[config.mk]
export PLATFORM = sky130hd
export DESIGN_NAME = reg_pipe
export DESIGN_NICKNAME = d
export VERILOG_FILES = /design/src/rtl/reg_pipe.sv
export SDC_FILE = /design/constraint.sdc
export NUM_CORES = 1
export LEC_CHECK = 0
export BUFFER_PORTS_ARGS = -buffer_cell sky130_fd_sc_hd__buf_2
export CORE_MARGIN = 5
export CORE_UTILIZATION = 30
export CTS_BUF_LIST = sky130_fd_sc_hd__clkbuf_16
export DETAILED_ROUTE_END_ITERATION = 10
export GPL_TIMING_DRIVEN = 1
export SYNTH_ARGS = -nofsm -noshare
export SYNTH_HDL_FRONTEND = slang
export SYNTH_SLANG_ARGS = --single-unit
[constraint.sdc]
create_clock -name Clk -period 2.9 [get_ports Clk]
set_clock_uncertainty 0.05 [all_clocks]
set_input_delay 0.145 -clock Clk [delete_from_list [all_inputs] [get_ports Clk]]
set_output_delay 0.145 -clock Clk [all_outputs]
set_load 0.02 [all_outputs]
[src/rtl/reg_pipe.sv]
// Elastic register pipeline: DEPTH valid/data stages with bubble collapse and flush.
// Optional REG_PIPE_OCC_EN adds the registered Occ occupancy count port.
module reg_pipe #(
    parameter int WIDTH = 4,
    parameter int DEPTH = 4
) (
    input  logic             Clk,
    input  logic             Reset,
    input  logic [WIDTH-1:0] D,
    input  logic             In_Valid,
    output logic             In_Ready,
    input  logic             Flush,
    output logic [WIDTH-1:0] Q,
    output logic             Out_Valid,
    input  logic             Out_Ready
`ifdef REG_PIPE_OCC_EN
    ,
    output logic [$clog2(DEPTH+1)-1:0] Occ
`endif
);

    logic [DEPTH-1:0]            r_vld;
    logic [DEPTH-1:0][WIDTH-1:0] r_data;
    logic [DEPTH-1:0]            w_rdy;
    logic [DEPTH-1:0]            w_leave;
    logic [DEPTH-1:0]            w_load;
    logic [DEPTH-1:0]            w_keep;
    logic [DEPTH-1:0][WIDTH-1:0] w_din;
    logic                        w_in_xfer;
    logic                        w_out_xfer;

    // w_rdy[k]: stage k can take a word this cycle (empty, or its word moves on)
    assign w_rdy[DEPTH-1]   = !r_vld[DEPTH-1] || Out_Ready;
    assign w_leave[DEPTH-1] = r_vld[DEPTH-1] && Out_Ready;

    assign w_out_xfer = r_vld[DEPTH-1] && Out_Ready;
    assign In_Ready   = w_rdy[0] && !Flush && !Reset;
    assign w_in_xfer  = In_Valid && In_Ready;

    assign w_load[0] = w_in_xfer;
    assign w_din[0]  = D;

    genvar k;
    generate
        for (k = 0; k < DEPTH - 1; k++) begin : g_chain
            assign w_rdy[k]     = !r_vld[k] || w_rdy[k+1];
            assign w_leave[k]   = r_vld[k] && w_rdy[k+1];
            assign w_load[k+1]  = w_leave[k];
            assign w_din[k+1]   = r_data[k];
        end

        for (k = 0; k < DEPTH; k++) begin : g_stage
            assign w_keep[k] = r_vld[k] && !w_leave[k];

            // Data only moves on a load; flushed or empty stages keep stale data
            always_ff @(posedge Clk) begin
                if (Reset) begin
                    r_vld[k]  <= 1'b0;
                    r_data[k] <= '0;
                end else begin
                    r_vld[k] <= !Flush && (w_load[k] || w_keep[k]);
                    if (w_load[k] && !Flush)
                        r_data[k] <= w_din[k];
                end
            end
        end
    endgenerate

    assign Q         = r_data[DEPTH-1];
    assign Out_Valid = r_vld[DEPTH-1];

`ifdef REG_PIPE_OCC_EN
    localparam int OW = $clog2(DEPTH+1);
    logic [OW-1:0] r_occ;

    always_ff @(posedge Clk) begin
        if (Reset || Flush)
            r_occ <= '0;
        else
            r_occ <= r_occ + OW'(w_in_xfer) - OW'(w_out_xfer);
    end

    assign Occ = r_occ;
`endif

endmodule

## Yosys cells after proc, flatten, opt, wreduce, memory -nomap -nowiden

Cells that the tools add are included.

| cells by class | value |
|---|---|
| add/subtract/negate cells | 0 |
| magnitude comparators | 0 |
| shifts and indexed selects | 0 |
| bitwise logic cells | 0 |
| reductions and logical operators | 37 |
| multiply operators | 0 |
| eq/ne operators | 0 |
| divide/modulo/power cells | 0 |
| mux-type cells | 0 |

Operator list:

| cell | number |
|---|---|
| logical AND 1 bit | 19 |
| zero test 1 bit | 10 |
| logical OR 1 bit | 8 |

| storage, ports and cells | value |
|---|---|
| memories | 0 |
| bits in latches | 0 |
| memory bits (read-only) | 0 |
| input bits | 9 |
| bits in registers | 20 |
| logic and storage cells | 45 |
| RAM bits | 0 |
| output and inout port bits | 6 |

## Longest topological paths before layout

| logic depth | value |
|---|---|
| depth in word-level cells | 10 |
| depth in mapped cells | 4 |
| depth with buffers taken out | 3 |

## Least setup slack after synthesis

No wires, ideal clock.

| path | value |
|---|---|
| path type | register -> output |
| start | register r_vld[3], in the netlist Out_Valid |
| end | output port In_Ready |
| path slack | 1.414 ns |
| required time | 2.705 ns |
| path buffers | 1 |
| arrival time | 1.291 ns |
| stages on the path, launching flop included | 4 |
| cell sequence | dfxtp_1 and4b_1 clkbuf_2 a211oi_1 |

| on the way | value |
|---|---|
| word-level cells in the longest chain between the ends | 7 |

Ends and longest elaborated chain:

| item | line | text |
|---|---|---|
| start: declaration | 22 | `logic [DEPTH-1:0] r_vld;` |
| start signal: indexed assignment | 61 | `r_vld[k] <= !Flush && (w_load[k] \|\| w_keep[k]);` |
| zero test 1 bit | 33 | `assign w_rdy[DEPTH-1] = !r_vld[DEPTH-1] \|\| Out_Ready;` |
| logical OR 1 bit | 33 |  |
| logical OR 1 bit (3 in a row) | 46 | `assign w_rdy[k] = !r_vld[k] \|\| w_rdy[k+1];` |
| logical AND 1 bit (2 in a row) | 37 | `assign In_Ready = w_rdy[0] && !Flush && !Reset;` |
| end: declaration | 11 | `output logic In_Ready,` |

Every way passes these cells.

## Worst setup path in the final report

| path | value |
|---|---|
| start | register r_vld[2] |
| end | output port In_Ready |

| on the way | value |
|---|---|
| word-level cells in the longest chain between the ends | 6 |

Ends and longest elaborated chain:

| item | line |
|---|---|
| zero test 1 bit | 46 |
| logical OR 1 bit (3 in a row) | 46 |
| logical AND 1 bit (2 in a row) | 37 |

Every way passes these cells.

==> impl_metrics.json <==
{
  "dr.pass1.iters": 4,
  "p_int_mw": 0.474,
  "crit_path_start_kind": "flop",
  "htreeDepth": 1,
  "globalplace.congestion": 0.756,
  "ys_seq_area_share_pct": 43.4,
  "pwr-share-comb_pct": 5.0,
  "finalSetupViolations": 0,
  "cts_inserted_buffers": 3,
  "synthCells": 106,
  "max_slew_margin_pct": 68.9,
  "area_growth_pct": 13.8,
  "grt_pass1_wl_um": 2990,
  "clock_power_share_pct": 46.7,
  "yosys.area.top_type_share_pct": 43.4,
  "syn_nets": 115,
  "clk_latency_ns": 0.25,
  "synth_area_leaders": "dfxtp_1 (43%), nand2b_1 (9.5%), mux2i_1 (8.7%), nor3_1 (4.3%), a2111oi_0 (3.8%)",
  "worstPathMaxFanout": 7,
  "final_nets": 124,
  "fillers": 318,
  "synth-edff-count": 0,
  "post_cts_resized": 0,
  "cts_tree": "built",
  "power_leakage_nw": 0.449,
  "tns_ns": 0,
  "period_share_pct": 52.8,
  "vdd_drop_max_mv": 0.223,
  "initial_utilization_pct": 30.7,
  "multiInputGateArea_sq_um": 444,
  "drv_cap": 0,
  "layout_min_cycle_time_ns": 1.53,
  "cts_sinks": 20,
  "endpoint_kind": "output port",
  "vias": 710,
  "status": "finished, final reports clean",
  "first_iter_violations": 27,
  "min-delay-path-class": "in -> reg",
  "drt_wl_total_um": 1720,
  "power.switching_mw": 0.110,
  "num_rows": 20,
  "synthArstFlopShare_pct": 0,
  "post-cts-setup-buffer-count": 0,
  "finalHoldViolCount": 0,
  "port_buffers": 14,
  "wire_per_inst_um": 11.8,
  "yosysWarnings": 0,
  "required_ns": 2.71,
  "syn_area_sq_um": 922,
  "power_density_nw_per_um2": 556,
  "worstMarginPinSlew_ns": 0.465,
  "diodes": 0,
  "p_sw_share_pct": 18.9,
  "num_io_pins": 15,
  "hpwl_um": 1240,
  "routed_via_density": 4.86,
  "drv_slew": 0,
  "worst_hold_slack_ns": 0.146,
  "worstPathArrival_ns": 1.34,
  "seqPwrFrac_pct": 48.4,
  "ys_ff_latch": 20,
  "path_class": "reg -> out",
  "clk_pin_slew_ns": 0.05,
  "ant_nets": 0,
  "synth_ff_type": "dfxtp_1",
  "antenna_found_initial": 0,
  "grt_pass1_vias": 664,
  "ctsHoldBuffers": 0,
  "coreArea_sq_um": 3000,
  "yosysTopAreaCell": "dfxtp_1",
  "drt_drc_violations_left": 0,
  "ys_types": 24,
  "grt_max_degree": 30,
  "grt_usage_pct": 9.07,
  "die_area_sq_um": 4280,
  "cts-root-buf": "clkbuf_16",
  "grt_overflow": 0,
  "die_w_um": 65.4,
  "layout-drive-gt1-share_pct": 15.0,
  "rrSetupSlack_ns": 1.42,
  "fmax_mhz": 654,
  "rsz0062_at_grt": "false",
  "die_h_um": 65.4,
  "cts_buffer_depth": 2,
  "synth_area_per_cell_sq_um": 8.70,
  "regArea_sq_um": 400
}
synthesized netlist by cell type (all sizes together) (3+ instances only):
cell type	count
nor3	8
buf	5
nand3	4
nand2b	14
nor2	6
mux2i	8
inv	5
o21ai	4
or3	4
nor2b	3
nand2	4
dfxtp	20
clkbuf	5
a21oi	6
a2111oi	4
logic make-up after synthesis:
group / count (synthesis) / synth area share (%)
and+or+nand+nor: 47 / 28.5
DFF: 20 / 43.4
AOI/OAI and AO/OA: 16 / 11.0
buffers and inverters: 15 / 8.41
muxes: 8 / 8.68
routing by layer:
metal | share of wire [%] | vias up | routed length (um) | track usage [%]
li1 | - | 376 | - | -
met1 | 49 | 308 | 844 | 11.6
met2 | 43 | 21 | 748 | 13.3
met3 | 5.7 | 5 | 99 | 3.25
met4 | 1.9 | 0 | 33 | 4.66
met5 | 0 | - | 0 | 0
cell usage in the layout (no fill, tap or decap), types with 3 or more instances in the layout:
cell | netlist | final
a2111oi_0 | 4 | 4
a21oi_1 | 6 | 6
buf_2 | 1 | 14
clkbuf_16 | 0 | 3
dfxtp_1 | 20 | 20
inv_1 | 5 | 5
mux2i_1 | 8 | 8
nand2_1 | 4 | 4
nand2b_1 | 14 | 14
nand3_1 | 4 | 4
nor2_1 | 6 | 6
nor2b_1 | 3 | 3
nor3_1 | 8 | 8
o21ai_0 | 4 | 4
or3_1 | 4 | 4
layout make-up:
| type | instances | share of cell area (%) |
|---|---|---|
| clock buffer | 3 | 7.15 |
| inverter | 5 | 1.79 |
| multi-input combinational | 71 | 42.3 |
| sequential | 20 | 38.1 |
| tap | 33 | 3.93 |
| timing repair buffer | 14 | 6.67 |
power groups by stage:
stage,Sequential [mW],Combinational (mW),Clock (mW)
after global routing,0.283,0.0330,0.295
after CTS,0.282,0.0292,0.282
after floorplan,0.286,0.0219,0
after global placement,0.288,0.0287,0
final,0.282,0.0290,0.273
after detailed placement,0.288,0.0292,0
final timing paths:
kind,from,to,cells past startpoint
hold reg to reg,Q[2],Q[2],2
setup / recovery,r_vld[2],In_Ready,3
hold / removal,In_Valid,r_vld[0],3
setup reg to reg,r_vld[2],r_data[0],3
worst max-delay path, stage by stage (launching register included):
cell      delay (ns)
dfxtp_1         0.35
and4b_1         0.30
a211oi_1        0.24
buf_2           0.20
sequential cells by signal (all words and copies together) (netlist names):
name	flops
r_vld	3
Out_Valid	1
Q	4
r_data	12
metrics by stage:
step	std cells	util, %	power [mW]	setup WS (ns)	cell area [sq um]
2_1_floorplan	106	-	0.308	1.41	922
3_3_place_gp	143	32.5	0.317	1.49	975
3_5_place_dp	143	32.5	0.317	1.44	975
4_1_cts	146	35.0	0.594	1.36	1050
5_1_grt	146	35.0	0.610	1.26	1050
6_report	146	35.0	0.584	1.37	1050
Power figures use the tool's default switching activity.
